## src/rtl/mem_stage_pkg.sv

```systemverilog
// mem_stage_pkg: memory-op bit indices, FSM state encoding and op-priority helper
package mem_stage_pkg;

    localparam int MEM_FUNC_W = 11;
    localparam int MEM_LB  = 0;
    localparam int MEM_LH  = 1;
    localparam int MEM_LW  = 2;
    localparam int MEM_LD  = 3;
    localparam int MEM_LBU = 4;
    localparam int MEM_LHU = 5;
    localparam int MEM_LWU = 6;
    localparam int MEM_SB  = 7;
    localparam int MEM_SH  = 8;
    localparam int MEM_SW  = 9;
    localparam int MEM_SD  = 10;

    typedef enum logic [1:0] {
        MEM_IDLE = 2'd0,
        MEM_REQ  = 2'd1,
        MEM_RESP = 2'd2,
        MEM_DONE = 2'd3
    } mem_state_e;

    // Keep only the lowest set bit so a malformed one-hot op decodes deterministically
    function automatic logic [MEM_FUNC_W-1:0] lowest_set(input logic [MEM_FUNC_W-1:0] f);
        return f & (~f + 11'd1);
    endfunction

endpackage

```

## src/rtl/mem_align.sv

```systemverilog
// mem_align: store byte-lane shift and mask, load lane extract and sign/zero extension
module mem_align
    import mem_stage_pkg::*;
(
    input  logic [MEM_FUNC_W-1:0] i_func,
    input  logic [2:0]            i_off,
    input  logic [63:0]           i_wdata,
    input  logic [63:0]           i_rdata,
    output logic [63:0]           o_wdata,
    output logic [7:0]            o_wmask,
    output logic [63:0]           o_rdata
);

    logic [7:0]  w_base;
    logic [63:0] w_shr;

    assign o_wdata = i_wdata << {i_off, 3'b000};
    assign w_shr   = i_rdata >> {i_off, 3'b000};
    // Lanes beyond byte 7 fall off the 8-bit mask
    assign o_wmask = w_base << i_off;

    // Byte-enable pattern for the store size
    always_comb begin
        w_base = i_func[MEM_SB] ? 8'h01 :
                 i_func[MEM_SH] ? 8'h03 :
                 i_func[MEM_SW] ? 8'h0F :
                 i_func[MEM_SD] ? 8'hFF : 8'h00;
    end

    // Pick the low bytes of the shifted doubleword and extend per load type
    always_comb begin
        o_rdata = i_func[MEM_LB]  ? {{56{w_shr[7]}},  w_shr[7:0]}  :
                  i_func[MEM_LH]  ? {{48{w_shr[15]}}, w_shr[15:0]} :
                  i_func[MEM_LW]  ? {{32{w_shr[31]}}, w_shr[31:0]} :
                  i_func[MEM_LD]  ? w_shr :
                  i_func[MEM_LBU] ? {56'd0, w_shr[7:0]}  :
                  i_func[MEM_LHU] ? {48'd0, w_shr[15:0]} :
                  i_func[MEM_LWU] ? {32'd0, w_shr[31:0]} : 64'd0;
    end

endmodule

```

## src/rtl/mem_stage.sv

```systemverilog
// mem_stage: M-stage RAM access FSM with registered W bundle; MEM_MISALIGN_TRAP_EN enables misalignment trapping
module mem_stage
    import mem_stage_pkg::*;
#(
    parameter int ADDR_W = 64,
    parameter int DATA_W = 64
)(
    input  logic                  clk,
    input  logic                  rst,
    input  logic [MEM_FUNC_W-1:0] memFuncM,
    input  logic                  RamReadEnableM,
    input  logic                  RamWriteEnableM,
    input  logic [ADDR_W-1:0]     RamReadAddrM,
    input  logic [ADDR_W-1:0]     RamWriteAddrM,
    input  logic [DATA_W-1:0]     RamWriteDataM,
    input  logic                  rdWriteEnableM,
    input  logic [4:0]            rdWriteAddrM,
    input  logic [DATA_W-1:0]     rdWriteDataM,
    input  logic [63:0]           pcM,
    input  logic [31:0]           instM,
    output logic                  ram_req_valid,
    input  logic                  ram_req_ready,
    output logic                  ram_req_we,
    output logic [ADDR_W-1:0]     ram_req_addr,
    output logic [DATA_W-1:0]     ram_req_wdata,
    output logic [7:0]            ram_req_wmask,
    input  logic                  ram_resp_valid,
    input  logic [DATA_W-1:0]     ram_resp_rdata,
    output logic                  stallM,
    output logic                  rdWriteEnableW,
    output logic [4:0]            rdWriteAddrW,
    output logic [DATA_W-1:0]     rdWriteDataW,
    output logic [63:0]           pcW,
`ifdef MEM_MISALIGN_TRAP_EN
    output logic                  misalignW,
`endif
    output logic [31:0]           instW
);

    mem_state_e              r_state;
    logic [MEM_FUNC_W-1:0]   r_func;
    logic [2:0]              r_off;
    logic                    r_we;
    logic                    r_mis;
    logic [DATA_W-1:0]       r_load;

    logic                    w_mem;
    logic                    w_we;
    logic                    w_mis;
    logic [ADDR_W-1:0]       w_addr;
    logic [MEM_FUNC_W-1:0]   w_func;
    logic [MEM_FUNC_W-1:0]   w_afunc;
    logic [2:0]              w_aoff;
    logic [DATA_W-1:0]       w_wdata;
    logic [DATA_W-1:0]       w_rdata;
    logic [7:0]              w_wmask;

    // A write wins when both enables are set, so its address is the one used
    assign w_mem  = RamReadEnableM | RamWriteEnableM;
    assign w_we   = RamWriteEnableM;
    assign w_addr = w_we ? RamWriteAddrM : RamReadAddrM;
    assign w_func = lowest_set(memFuncM);

    // Aligner sees live M fields while latching, and the latched op while the response returns
    assign w_afunc = (r_state == MEM_IDLE) ? w_func : r_func;
    assign w_aoff  = (r_state == MEM_IDLE) ? w_addr[2:0] : r_off;

    assign stallM = (r_state == MEM_IDLE) ? w_mem : (r_state != MEM_DONE);

`ifdef MEM_MISALIGN_TRAP_EN
    assign w_mis = ((w_func[MEM_LH] | w_func[MEM_LHU] | w_func[MEM_SH]) & w_addr[0]) |
                   ((w_func[MEM_LW] | w_func[MEM_LWU] | w_func[MEM_SW]) & (w_addr[1:0] != 2'b00)) |
                   ((w_func[MEM_LD] | w_func[MEM_SD]) & (w_addr[2:0] != 3'b000));
`else
    assign w_mis = 1'b0;
`endif

    mem_align u_align (
        .i_func  (w_afunc),
        .i_off   (w_aoff),
        .i_wdata (RamWriteDataM),
        .i_rdata (ram_resp_rdata),
        .o_wdata (w_wdata),
        .o_wmask (w_wmask),
        .o_rdata (w_rdata)
    );

    // Request/response FSM driving the registered RAM request and W bundle
    always_ff @(posedge clk) begin
        if (rst) begin
            r_state        <= MEM_IDLE;
            r_func         <= '0;
            r_off          <= '0;
            r_we           <= 1'b0;
            r_mis          <= 1'b0;
            r_load         <= '0;
            ram_req_valid  <= 1'b0;
            ram_req_we     <= 1'b0;
            ram_req_addr   <= '0;
            ram_req_wdata  <= '0;
            ram_req_wmask  <= '0;
            rdWriteEnableW <= 1'b0;
            rdWriteAddrW   <= '0;
            rdWriteDataW   <= '0;
            pcW            <= '0;
            instW          <= '0;
`ifdef MEM_MISALIGN_TRAP_EN
            misalignW      <= 1'b0;
`endif
        end else begin
            case (r_state)
                MEM_IDLE: begin
`ifdef MEM_MISALIGN_TRAP_EN
                    misalignW <= 1'b0;
`endif
                    if (w_mem) begin
                        r_func        <= w_func;
                        r_off         <= w_addr[2:0];
                        r_we          <= w_we;
                        r_mis         <= w_mis;
                        ram_req_we    <= w_we;
                        ram_req_addr  <= {w_addr[ADDR_W-1:3], 3'b000};
                        // Loads present no write data or byte enables to the RAM
                        ram_req_wdata <= w_we ? w_wdata : '0;
                        ram_req_wmask <= w_we ? w_wmask : 8'h00;
                        ram_req_valid <= ~w_mis;
                        r_state       <= w_mis ? MEM_DONE : MEM_REQ;
                    end else begin
                        rdWriteEnableW <= rdWriteEnableM;
                        rdWriteAddrW   <= rdWriteAddrM;
                        rdWriteDataW   <= rdWriteDataM;
                        pcW            <= pcM;
                        instW          <= instM;
                    end
                end
                MEM_REQ: begin
                    if (ram_req_ready) begin
                        ram_req_valid <= 1'b0;
                        r_state       <= r_we ? MEM_DONE : MEM_RESP;
                    end
                end
                MEM_RESP: begin
                    if (ram_resp_valid) begin
                        r_load  <= w_rdata;
                        r_state <= MEM_DONE;
                    end
                end
                MEM_DONE: begin
                    rdWriteEnableW <= rdWriteEnableM & ~r_mis;
                    rdWriteAddrW   <= rdWriteAddrM;
                    rdWriteDataW   <= r_we ? rdWriteDataM : r_load;
                    pcW            <= pcM;
                    instW          <= instM;
`ifdef MEM_MISALIGN_TRAP_EN
                    misalignW      <= r_mis;
`endif
                    r_state        <= MEM_IDLE;
                end
            endcase
        end
    end

endmodule

```

## config.mk

```make
export PLATFORM = sky130hd
export DESIGN_NAME = mem_stage
export DESIGN_NICKNAME = d
export VERILOG_FILES = /design/src/rtl/mem_stage_pkg.sv /design/src/rtl/mem_align.sv /design/src/rtl/mem_stage.sv
export SDC_FILE = /design/constraint.sdc
export NUM_CORES = 1
export LEC_CHECK = 0
export ABC_AREA = 1
export CAP_MARGIN = 20
export CORE_AREA = 8 8 282 284
export CTS_BUF_LIST = sky130_fd_sc_hd__clkbuf_2
export DETAILED_ROUTE_END_ITERATION = 10
export DIE_AREA = 0 0 290 292
export GPL_ROUTABILITY_DRIVEN = 1
export PLACE_DENSITY_LB_ADDON = 0.15
export SYNTH_ARGS = -nofsm -noshare
export SYNTH_HDL_FRONTEND = slang
export SYNTH_SLANG_ARGS = --single-unit
```

## constraint.sdc

```tcl
create_clock -name clk -period 2.4 [get_ports clk]
set_input_delay 0.24 -clock clk [delete_from_list [all_inputs] [get_ports clk]]
set_output_delay 0.24 -clock clk [all_outputs]
set_load 0.05 [all_outputs]
```

* Word-level counts from Yosys, hierarchy flattened *
Index checks and enable logic that the tools add are counted.

storage, ports and cells
  output and inout port bits = 305
  flip-flop bits (word level) = 381
  memory bits (read-only) = 0
  memory bits (writable) = 0
  memories kept = 0
  word-level logic and storage cells = 73
  input bits = 439
  latch bits = 0

cells by class
  equal/unequal tests = 8
  $lt $le $gt $ge = 0
  bitwise gates (word level) = 3
  shift-type cells = 3
  div/mod/pow operators = 0
  add/sub/neg operators = 1
  multiply operators = 0
  muxes and demuxes = 36
  reductions and logical operators = 8

operators with widths
  operator                                       count
  two-way mux 64 bit                             11
  case mux 64 bit (2 select lines)               2
  two-way mux 32 bit                             2
  case mux 32 bit (2 select lines)               1
  << shifter 64 x 6 -> 64 bit                    1
  right shift 64 x 6 -> 64 bit                   1
  two-way mux 8 bit                              5
  adder 11 x 1 -> 11 bit, second input constant  1
  bitwise AND 11 bit                             1
  two-way mux 11 bit                             1
  NOT 11 bit                                     1
  != test 2 bit, second input constant           5
  case mux 5 bit (2 select lines)                1
  case mux 2 bit (4 select lines)                1
  << shifter 8 x 3 -> 8 bit                      1
  two-way mux 2 bit                              3
  AND reduction 2 bit                            3
  AND reduction 3 bit                            2
  two-way mux 1 bit                              5
  two-way mux 5 bit                              1
  == test 2 bit, second input constant           2
  case mux 1 bit (2 select lines)                2
  nonzero test 2 bit                             2
  two-way mux 3 bit                              1
  other kinds (3)                                3

* Logic depth before layout (Yosys ltp) *
Gate-level depths: netlist (run 1).

  depth in word-level cells = 11
  gate-level depth with buffers = 17
  gate-level depth less buffers = 14

* By module *
Synthesis (run 1) repeated with hierarchy kept, for this count alone.

second synthesis, totals
  cell total of the unflattened synthesis = 3105
  area, all modules = 19517.5 um2

modules (own cells, without submodules)
  module     area an instance (um2)  times used  cells an instance  seq. area each (um2)
  mem_stage  15115.7                 1           2162               7627.3
  mem_align  4401.7                  1           943                0.0

* Worst setup path before layout (run 1) *
No wires, ideal clock.

  path type = register to register
  from = register r_state[0]
  to = register ram_req_wdata[42]
  buffers on the path = 4
  library setup time = 0.132 ns
  data arrival time = 2.038 ns
  data required time = 2.268 ns
  slack = 0.230 ns
  cell stages (with the launch flop) = 15
  clock period less this slack = 2.170 ns
  path through = dfxtp_1 inv_1 ha_1 buf_4 inv_2 nand2_2 nand2_4 inv_2 buf_6 buf_4 buf_2 o21ai_0 a21oi_1 o21ai_0 a21oi_1

between the ends
  longest elaborated chain between the ends = 4
  elaborated cells on any way between the ends = 5
  those cells by class = 1 x shift; 2 x mux; 2 x reduce/logical

RTL lines
  what                         RTL line                           RTL
  start: declaration           mem_stage.sv:40                    mem_state_e r_state;
  start signal: assignment     mem_stage.sv:127                   r_state <= w_mis ? MEM_DONE : MEM_REQ;
  start signal: assignment     mem_stage.sv:139                   r_state <= r_we ? MEM_DONE : MEM_RESP;
  zero test 2 bit *            mem_stage.sv:66, mem_stage.sv:111
  two-way mux 3 bit            mem_stage.sv:66                    assign w_aoff = (r_state == MEM_IDLE) ? w_addr[2:0] : r_off;
  << shifter 64 x 6 -> 64 bit  mem_align.sv:17                    assign o_wdata = i_wdata << {i_off, 3'b000};
  two-way mux 64 bit           mem_stage.sv:124                   ram_req_wdata <= w_we ? w_wdata : '0;
  end signal: assignment       mem_stage.sv:124
  end: declaration             mem_stage.sv:25                    output logic [DATA_W-1:0] ram_req_wdata,

Mark *: on every way between the ends. The rest lies on a longest branch, timed or not.
A chain may end at the register's enable or synchronous reset.

* Final worst setup path (run 1) *
  from = register r_state[1]
  to = output port stallM

between the ends
  longest elaborated chain between the ends = 2
  elaborated cells on any way between the ends = 3
  those cells by class = 1 x eq/ne; 1 x mux; 1 x reduce/logical

RTL lines
  what                                              RTL line         RTL
  != test 2 bit or zero test 2 bit (tied branches)  mem_stage.sv:68  assign stallM = (r_state == MEM_IDLE) ? w_mem : (r_state != MEM_DONE);
  two-way mux 1 bit *                               mem_stage.sv:68
  end: declaration                                  mem_stage.sv:29  output logic stallM,

Marked as above.

==> results of run 1 <==
## through the flow
stage / hold WS, ns / cell area, um^2 / std cells / utilization, %
3_5_place_dp: 0.455 / 27900 / 4421 / 37.1
6_report: 0.175 / 34600 / 5099 / 46.0
2_1_floorplan: 0.381 / 18500 / 2755 / -
5_1_grt: 0.100 / 34600 / 5097 / 46.0
3_3_place_gp: 0.451 / 27900 / 4421 / 37.1
4_1_cts: 0.000662 / 33700 / 5058 / 44.8
## repair_timing
| action | 4_1_cts | 5_1_grt |
|---|---|---|
| hold endpoints to repair | 381 | 2 |
| hold buffers | 427 | 1 |
| pin swaps | 12 | 19 |
| setup buffers | 18 | 25 |
| gates cloned | 4 | 16 |
| gates resized for setup | 823 | 130 |
| setup endpoints to repair | 366 | 121 |
## power groups by stage
stage | logic [mW] | clock network [mW] | registers [mW]
after detailed placement | 29.7 | 0 | 10.0
after global routing | 35.3 | 5.64 | 10.2
after floorplan | 11.2 | 0 | 16.9
after global placement | 29.7 | 0 | 10.0
after CTS | 31.1 | 5.31 | 9.92
final | 33.1 | 5.03 | 9.93
## critical path, cell delays in order, from the launching register on
cell and delay, ns:
dfxtp_2 0.34, inv_2 0.06, ha_4 0.16, inv_4 0.04, buf_12 0.12, nor2_4 0.10, inv_4 0.05, o21ai_4 0.08
buf_12 0.14, buf_12 0.13
## layer usage
metal / track usage [%] / wire [um] / vias to the layer above
met2: 39.4 / 50700 / 878
li1: - / - / 11853
met5: 0 / 45 / -
met3: 5.44 / 6670 / 223
met4: 9.52 / 3860 / 8
met1: 26.6 / 42900 / 11230
## state kept, by name, indices dropped and copies added, names as in the netlist
| signal | cells |
|---|---|
| ram_req_valid | 1 |
| ram_req_wmask | 8 |
| pcW | 64 |
| ram_req_addr | 61 |
| r_load | 64 |
| r_off | 3 |
| r_func | 11 |
| r_state | 2 |
| instW | 32 |
| rdWriteDataW | 64 |
| ram_req_wdata | 64 |
| rdWriteEnableW | 1 |
| r_we | 1 |
| rdWriteAddrW | 5 |
## worst min-delay path by stage
stage | startpoint | to | slack (ns) | depth (start not counted)
3_3_place_gp | r_func[1]$_SDFFE_PP0P_ | r_func[1]$_SDFFE_PP0P_ | 0.45 | 2
6_report | RamWriteDataM[44] | ram_req_wdata[52]$_SDFFE_PP0P_ | 0.17 | 5
3_5_place_dp | ram_req_wdata[19]$_SDFFE_PP0P_ | ram_req_wdata[19]$_SDFFE_PP0P_ | 0.45 | 2
5_1_grt | ram_resp_rdata[32] | r_load[32]$_SDFFE_PP0P_ | 0.1 | 7
4_1_cts | ram_resp_rdata[32] | r_load[32]$_SDFFE_PP0P_ | 0.0007 | 7
2_1_floorplan | memFuncM[7] | r_func[7]$_SDFFE_PP0P_ | 0.38 | 2
## placed cells by master (no fill, tap or decap), drive strengths merged, types with 3 or more instances in the layout
cell type      count
buf              235
clkbuf           171
nor3               5
a21oi            168
ha                 5
nand3            185
o211ai            58
or2               13
conb               3
o31ai              3
nor2             292
nand2            749
clkdlybuf4s50    436
dlygate4sd3      427
clkinv            27
a31oi            125
dlygate4sd2       46
diode              6
clkdlybuf4s15    246
nand4              4
a21boi            10
dfxtp            381
o21ai            406
inv              106
## area by class of cell
class / count / area share [%]
Sequential cell: 381 / 22.0
Clock buffer: 157 / 2.27
Multi-Input combinational cell: 2035 / 28.2
Inverter: 103 / 1.23
Antenna cell: 6 / 0.0434
Clock inverter: 31 / 0.513
Timing Repair Buffer: 1408 / 42.1
Tap cell: 978 / 3.53
## kinds of logic after synthesis
kind of cell	synth area share, %
AND/OR/NAND/NOR	27.2
AO/OA/AOI/OAI	23.4
flip-flops	41.2
buffers and inverters	7.90
adder cells (fa/ha/maj)	0.338
multiplexers	0.0540
other	0.0202
==> metrics.cfg, run 1 <==
[cells_and_area]
regArea_um2=7630
drive_gt1_share_pct=18.4
multiInputGateArea_um2=9770
nNetsFinal=4489
num-fill-cells=7709
syn2layout_area_growth_pct=86.8

[critical_path]
r2r-start=r_state[1]$_SDFFE_PP0P_
crit_start=r_state[1]$_SDFFE_PP0P_
endpoint=stallM
critical_path_arrival_ns=2.31
critical_path_class=reg -> out
r2r_cells=17
reg2reg_slack_ns=-0.14
start_kind=flip-flop
crit_path_max_fanout=3
cp.required_ns=2.16
r2r-end=r_load[30]$_SDFFE_PP0P_
end_kind=primary output

[synthesis]
synth.yosys.warnings=0
synth_flop_cell=dfxtp_1
synthArstFlopShare_pct=0
synth.most_common_cell=nand2_1
synth_edf_count=0
synth.avg_cell_area_um2=6.73
synthTopCellsByCount=nand2_1 (746), o21ai_0 (394), dfxtp_1 (381)
ys_seq_area_share_pct=41.2
netlist_area_um2=18500
yosys.area.top_type=dfxtp_1
syn_inst=2753
ys_ff_latch=381
synth_top_area_share_pct=41.2
yosysUniqueCellTypes=42
synth_area_leaders=dfxtp_1 (41%), nand2_1 (15%), o21ai_0 (11%)

[clock_tree]
clk_latency_ns=1.11
cts_buffer_depth=3
ctsHtreeMaxLevel=3
cts_sinks=381
cts_tree=built
clk_pin_slew_ns=0.11
cts_root_buf=clkbuf_2
cts_made_buffers=116

[timing]
relSlewSlack_pct=52.5
setup_ws_ns=-0.149
setup_viol=49
worst_pin_slew_ns=0.712
slew_viol_final=0
finalSetupTns_ns=-4.44
finClkSkew_ns=0.0808
fin_crit_ns=2.55
rsz0062_at_grt=true
fin_crit_sh_pct=106
hold_viol=0
max_freq_mhz=392

[drt]
drc=0
wl_per_cell_um=20.4
vias=24192
drt_iter0_drc=1572
avgViaCountPerCell=4.74
drt_first_pass_iters=7
wirelength_mm=104
ant_nets=0

[global_routing]
gr-usage-all-layers_pct=22.7
grt_first_pass_wirelength_mm=151
grt-ovfl-total=0
grt_start_max_net_pins=99
grt_pass1_vias=24409
grt_antenna_before_repair=11

[pwr]
power.switching_mw=25.5
power_leakage_nw=14.5
power_frac_seq_pct=20.7
powerDensity_nw_per_um2=1390
p_int_mw=22.6
power.share.combinational_pct=68.8
pwr-share-clk_pct=10.5
switching_share_pct=53.0
ir_drop_mv=0.555
power_mw=48.0

[run_status]
status=finished, violations left
violations=negative setup slack

[die]
start_util_pct=24.6
coreArea_um2=75200
die_w_um=290
num_io_pins=744
num_rows=101
die_y_um=292
dieArea_um2=84700

[placement]
post-place-ws_ns=-0.212
io_buffers=740
hpwl_mm=72.7
globalplace.congestion=0.915

[flow_run]
cap_violations=0

[worst_hold_path]
hold_class=in -> reg

(Power assumes the default switching activity.)
==> inputs of run 2 (changes only) <==
--- a/config.mk
+++ b/config.mk
@@ -12,7 +12,9 @@
 export DETAILED_ROUTE_END_ITERATION = 10
 export DIE_AREA = 0 0 290 292
 export GPL_ROUTABILITY_DRIVEN = 1
+export MAX_ROUTING_LAYER = met4
 export PLACE_DENSITY_LB_ADDON = 0.15
+export RECOVER_POWER = 50
 export SYNTH_ARGS = -nofsm -noshare
 export SYNTH_HDL_FRONTEND = slang
 export SYNTH_SLANG_ARGS = --single-unit
==> constraint.sdc (replaced) <==
create_clock -name clk -period 2.8 [get_ports clk]
set_input_delay 0.28 -clock clk [delete_from_list [all_inputs] [get_ports clk]]
set_output_delay 0.28 -clock clk [all_outputs]
set_load 0.05 [all_outputs]
==> run 2 against run 1 <==
  * The flow now finishes without violations
  * Clock power decreased by 14%
  * First-iteration DRC count fell by 11%
  * Sequential share of layout area grew 1.3 points
  * Count of clock-buffer cells in the layout increased by 13
  * Critical path type is now in -> reg
  * Critical endpoint is now r_load[29]$_SDFFE_PP0P_
  * Highest routed layer is now met4
==> metrics.cfg, run 2 (same netlist as run 1, synthesis figures left out) <==
[run_status]
status=finished, final reports clean  ; was finished, violations left

[clock_tree]
cts_made_buffers=113  ; was 116
cts_root_buf=clkbuf_2  ; unchanged
cts_buffer_depth=3  ; unchanged
clk_pin_slew_ns=0.11  ; about the same
ctsHtreeMaxLevel=3  ; unchanged
cts_sinks=381  ; unchanged
clk_latency_ns=1.12  ; was 1.11 ns
cts_tree=built  ; unchanged

[critical_path]
r2r_cells=13  ; was 17
critical_path_arrival_ns=3.87  ; was 2.31 ns
r2r-end=r_load[29]$_SDFFE_PP0P_  ; was r_load[30]$_SDFFE_PP0P_
start_kind=input port  ; was flip-flop
crit_path_max_fanout=33  ; was 3
reg2reg_slack_ns=0.07  ; was -0.14 ns
end_kind=flip-flop  ; was primary output
r2r-start=r_state[1]$_SDFFE_PP0P_  ; unchanged
critical_path_class=in -> reg  ; was reg -> out
cp.required_ns=3.87  ; was 2.16 ns

[worst_hold_path]
hold_depth=7  ; was 5
min-delay-start=ram_resp_rdata[14]  ; was RamWriteDataM[44]
hold_class=in -> reg  ; unchanged
holdPathEnd=r_load[6]$_SDFFE_PP0P_  ; was ram_req_wdata[52]$_SDFFE_PP0P_

[drt]
avgViaCountPerCell=4.68  ; was 4.74
drt_iter0_drc=1403  ; was 1572
wirelength_mm=99.3  ; was 104 mm
ant_nets=0  ; unchanged
drc=0  ; unchanged
drt_first_pass_iters=5  ; was 7
wl_per_cell_um=19.9  ; was 20.4 um
vias=23384  ; was 24192

[timing]
setup_ws_ns=0.00342  ; was -0.149 ns
fin_crit_sh_pct=99.9
worst_pin_slew_ns=1.09  ; was 0.712 ns
whs_ns=0.184  ; was 0.175 ns
slew_viol_final=0  ; unchanged
rsz0062_at_grt=true  ; unchanged
relSlewSlack_pct=27.3  ; was 52.5%
hold_viol=0  ; unchanged
setup_viol=0  ; was 49
finClkSkew_ns=0.0753  ; was 0.0808 ns
max_freq_mhz=358
fin_crit_ns=2.80
finalSetupTns_ns=0  ; was -4.44 ns

[die]
dieArea_um2=84700  ; unchanged
num_rows=101  ; unchanged
num_io_pins=744  ; unchanged
start_util_pct=24.6  ; unchanged
die_y_um=292  ; unchanged
coreArea_um2=75200  ; unchanged
die_w_um=290  ; unchanged

[pwr]
p_int_mw=17.7  ; was 22.6 mW
powerDensity_nw_per_um2=1180  ; was 1390 nW/um^2
power.share.combinational_pct=66.7  ; was 68.8%
power.switching_mw=20.7  ; was 25.5 mW
pwr-share-clk_pct=11.2  ; was 10.5%
switching_share_pct=53.9  ; was 53.0%
ir_drop_mv=0.575  ; was 0.555 mV
power_leakage_nw=13.8  ; was 14.5 nW
power_frac_seq_pct=22.1  ; was 20.7%

[placement]
hpwl_mm=71.3  ; was 72.7 mm
globalplace.congestion=0.890  ; was 0.915
io_buffers=740  ; unchanged
post-place-ws_ns=0.0396  ; was -0.212 ns
place_inst=4313  ; was 4421

[cells_and_area]
syn2layout_area_growth_pct=76.2  ; was 86.8%
nNetsFinal=4361  ; was 4489
num-fill-cells=7959  ; was 7709
final_cells=4995  ; was 5099
final_common_cell=nand2_1  ; unchanged
layout_common_cells=nand2_1 (745), clkdlybuf4s50_1 (611), dlygate4sd3_1 (452)  ; was nand2_1 (736), clkdlybuf4s50_1 (436), dlygate4sd3_1 (427)
drive_gt1_share_pct=8.46  ; was 18.4%

[global_routing]
grtUsageMet1_pct=27.0  ; was 26.6%
grt-busiest-layer=met2  ; unchanged
grt_first_pass_wirelength_mm=149  ; was 151 mm
grt-ovfl-total=0  ; unchanged
grt_pass1_vias=23512  ; was 24409
grt_start_max_net_pins=135  ; was 99
use_met3_pct=4.80  ; was 5.44%
gr-usage-all-layers_pct=22.9  ; was 22.7%
met2_usage_pct=38.2  ; was 39.4%
grt_antenna_before_repair=14  ; was 11

[flow_run]
cap_violations=0  ; unchanged

==> run 2: changes by cell type in the layout (fill, tap and decap cells not counted), moves of 20 or more <==
cell / before / now
o21ai_0: 373 / 394
buf_6: 26 / 4
o21ai_1: 29 / 9
clkdlybuf4s15_1: 36 / 0
dlygate4sd3_1: 427 / 452
clkdlybuf4s50_1: 436 / 611
clkdlybuf4s15_2: 210 / 0
dlygate4sd2_1: 46 / 124
buf_4: 158 / 62
==> run 2: power by group through the flow <==
stage	Combinational, mW	Sequential, mW	Clock (mW)
2_1_floorplan	9.60	14.5	0
3_5_place_dp	24.0	8.61	0
4_1_cts	25.5	8.47	4.56
3_3_place_gp	24.1	8.57	0
5_1_grt	27.5	8.73	4.85
6_report	25.6	8.48	4.32
==> run 2: metal layers <==
layer | wire [um] | share of wire, %
met2 | 48500 | 49
met5 | 0 | 0
met3 | 5770 | 5.8
met4 | 3390 | 3.4
met1 | 41600 | 42
==> run 2: critical path: stages <==
cell	delay (ns)
dlygate4sd3_1	0.56
clkdlybuf4s50_1	0.44
nand2_1	0.07
nand2_1	0.06
dlygate4sd3_1	0.60
nor2_2	0.14
inv_2	0.07
o21ai_4	0.15
buf_4	0.44
o211ai_1	0.20
nand2_1	0.09
dlygate4sd3_1	0.54
nand2_1	0.05
a21oi_1	0.15
==> run 2: worst max path at each step <==
stage                                 start                             end  slack, ns  cells past startpoint
finish                      RamReadAddrM[2]         r_load[29]$_SDFFE_PP0P_      0.003                     14
global placement                memFuncM[3]         r_load[23]$_SDFFE_PP0P_       0.04                     10
detailed placement              memFuncM[3]         r_load[23]$_SDFFE_PP0P_       0.04                     10
global route        r_state[1]$_SDFFE_PP0P_                          stallM      -0.12                      9
floorplan           r_state[0]$_SDFFE_PP0P_  ram_req_wdata[42]$_SDFFE_PP0P_       0.63                     14
CTS                 r_state[1]$_SDFFE_PP0P_                          stallM      -0.17                      9
==> run 2: repair_timing <==
item / in CTS / in global routing
pin swaps: 2 / 2
hold buffers: 452 / 0
gates resized for setup: 131 / 12
endpoints found under the setup margin: 125 / 23
cloned: 3 / 0
setup buffers: 3 / 9
endpoints found under the hold margin: 381 / 0
==> run 2: layout make-up <==
class                           count  area, um^2  share of cell area [%]
Antenna cell                       12        30.0                  0.0920
Clock buffer                      170         851                    2.61
Clock inverter                     33         155                   0.475
Inverter                          103         414                    1.27
Multi-Input combinational cell   2035        9500                    29.1
Sequential cell                   381        7630                    23.4
Tap cell                          978        1220                    3.75
Timing Repair Buffer             1283       12800                    39.3
==> run 2: through the flow <==
step,cell area (um^2),utilization (%),power [mW]
finish,32600,43.4,38.4
global route,32600,43.4,41.1
detailed placement,27000,35.9,32.6
floorplan,18500,-,24.1
CTS,32500,43.2,38.5
global placement,27000,35.9,32.7
==> inputs of run 3 (changes only) <==
--- a/config.mk
+++ b/config.mk
@@ -15,6 +15,7 @@
 export MAX_ROUTING_LAYER = met4
 export PLACE_DENSITY_LB_ADDON = 0.15
 export RECOVER_POWER = 50
+export SKIP_CTS_REPAIR_TIMING = 1
 export SYNTH_ARGS = -nofsm -noshare
 export SYNTH_HDL_FRONTEND = slang
 export SYNTH_SLANG_ARGS = --single-unit
==> run 3 against run 2 <==
  * Count of clock-buffer cells in the layout unchanged
  * Largest power group unchanged
  * First-iteration DRC count is 8.7% higher
  * Combinational power about the same
  * Utilization decreased by 1.2 points
  * Power decreased by 0.83%
  * Final area decreased by 2.8%
  * Non-clock buffer count decreased by 112
  * Cell count down 2.2%
==> metrics.cfg, run 3 (same netlist as run 1, synthesis figures left out) <==
[clock_tree]
ctsHtreeMaxLevel=3  ; unchanged
cts_made_buffers=113  ; unchanged
cts_tree=built  ; unchanged
cts_sinks=381  ; unchanged
cts_buffer_depth=3  ; unchanged
clk_latency_ns=1.14  ; was 1.12 ns
cts_root_buf=clkbuf_2  ; unchanged
clk_pin_slew_ns=0.12  ; was 0.11 ns

[critical_path]
r2r-start=r_state[1]$_SDFFE_PP0P_  ; unchanged
cp.required_ns=2.52  ; was 3.87 ns
critical_path_arrival_ns=2.47  ; was 3.87 ns
end_kind=primary output  ; was flip-flop
reg2reg_slack_ns=0.25  ; was 0.07 ns
crit_path_max_fanout=6  ; was 33
r2r_cells=13  ; unchanged
critical_path_class=reg -> out  ; was in -> reg
start_kind=flip-flop  ; was input port
r2r-end=r_load[39]$_SDFFE_PP0P_  ; was r_load[29]$_SDFFE_PP0P_

[flow_run]
cap_violations=0  ; unchanged

[placement]
post_dp_cell_area_um2=27000  ; unchanged
hpwl_mm=71.3  ; unchanged
globalplace.congestion=0.890  ; unchanged
io_buffers=740  ; unchanged

[drt]
drt_iter0_drc=1525  ; was 1403
drc=0  ; unchanged
vias=22885  ; was 23384
avgViaCountPerCell=4.68  ; about the same
wl_per_cell_um=20.2  ; was 19.9 um
ant_nets=0  ; unchanged
drt_first_pass_iters=6  ; was 5
wirelength_mm=98.8  ; was 99.3 mm

[global_routing]
grt_antenna_before_repair=14  ; unchanged
gr-usage-all-layers_pct=21.8  ; was 22.9%
grt_start_max_net_pins=135  ; unchanged
grt_first_pass_wirelength_mm=139  ; was 149 mm
grt-ovfl-total=0  ; unchanged
grt_pass1_vias=20810  ; was 23512

[worst_hold_path]
min-delay-start=RamWriteDataM[62]  ; was ram_resp_rdata[14]
hold_class=in -> reg  ; unchanged
hold_depth=5  ; was 7
holdPathEnd=ram_req_wdata[62]$_SDFFE_PP0P_  ; was r_load[6]$_SDFFE_PP0P_

[timing]
hold_viol=0  ; unchanged
fin_crit_sh_pct=98.3  ; was 99.9%
worst_pin_slew_ns=1.02  ; was 1.09 ns
fin_crit_ns=2.75  ; was 2.80 ns
relSlewSlack_pct=32.3  ; was 27.3%
setup_viol=0  ; unchanged
slew_viol_final=0  ; unchanged
rsz0062_at_grt=true  ; unchanged
finClkSkew_ns=0.0804  ; was 0.0753 ns
max_freq_mhz=363  ; was 358 MHz

[die]
num_rows=101  ; unchanged
die_w_um=290  ; unchanged
dieArea_um2=84700  ; unchanged
die_y_um=292  ; unchanged
coreArea_um2=75200  ; unchanged
start_util_pct=24.6  ; unchanged
num_io_pins=744  ; unchanged

[cells_and_area]
fin_area_um2=31700  ; was 32600 um^2
drive_gt1_share_pct=8.71  ; was 8.46%
syn2layout_area_growth_pct=71.2  ; was 76.2%
fin_util_pct=42.2  ; was 43.4%
final_common_cell=nand2_1  ; unchanged
nNetsFinal=4249  ; was 4361
layout_common_cells=nand2_1 (745), clkdlybuf4s50_1 (691), o21ai_0 (394)  ; was nand2_1 (745), clkdlybuf4s50_1 (611), dlygate4sd3_1 (452)

[pwr]
ir_drop_mv=0.570  ; was 0.575 mV
powerDensity_nw_per_um2=1200  ; was 1180 nW/um^2
power_leakage_nw=13.6  ; was 13.8 nW

[run_status]
status=finished, final reports clean  ; unchanged

## run 3: cell type report
type | count | area, um^2
tap | 978 | 1220
clock buffer | 170 | 851
antenna | 14 | 35.0
inverter | 103 | 414
timing repair buffer | 1171 | 11900
sequential | 381 | 7630
fill | 7971 | 43500
multi-input combinational | 2035 | 9500
clock inverter | 33 | 155
## run 3: critical path: stages (launching register included)
cell and delay [ns]:
dfxtp_2 0.35, inv_4 0.07, ha_4 0.19, inv_8 0.05, buf_6 0.11, nor2_4 0.14
inv_4 0.05, o21ai_4 0.08, clkbuf_16 0.19, buf_12 0.13
## run 3: worst max-delay path by stage
stage                       startpoint                              to  slack [ns]  cells after the start
2_1_floorplan  r_state[0]$_SDFFE_PP0P_  ram_req_wdata[42]$_SDFFE_PP0P_        0.63                     14
3_3_place_gp               memFuncM[3]         r_load[23]$_SDFFE_PP0P_        0.04                     10
3_5_place_dp               memFuncM[3]         r_load[23]$_SDFFE_PP0P_        0.04                     10
4_1_cts        r_state[1]$_SDFFE_PP0P_                          stallM       -0.78                      9
5_1_grt        r_state[1]$_SDFFE_PP0P_                          stallM       -0.17                      9
6_report       r_state[1]$_SDFFE_PP0P_                          stallM        0.05                      9
## run 3: where the power goes
group	total [mW]	internal (mW)	switching, mW
sequential	8.50	7.44	1.07
combinational	25.3	8.42	16.8
clock	4.31	1.65	2.67
## run 3: layer usage
layer  global-route usage (%)  vias to the layer above  share of wire (%)  wire length [um]
li1                         -                    11404                  -                 -
met1                     25.4                    10539                 41             40900
met2                     36.5                      783                 49             48800
met3                     5.65                      159                6.4              6310
met4                     7.22                        0                2.7              2720
met5                        -                        -                  0                 0
## run 3: through the flow
stage | instances | hold slack (ns) | setup WS (ns) | setup TNS [ns] | power [mW]
floorplan | 2755 | 0.421 | 0.630 | 0 | 24.1
global placement | 4313 | 0.450 | 0.0382 | 0 | 32.7
detailed placement | 4313 | 0.453 | 0.0396 | 0 | 32.6
CTS | 4516 | -0.752 | -0.782 | -5.42 | 37.1
global route | 4882 | -0.0110 | -0.171 | -0.260 | 40.7
finish | 4885 | 0.0634 | 0.0471 | 0 | 38.1
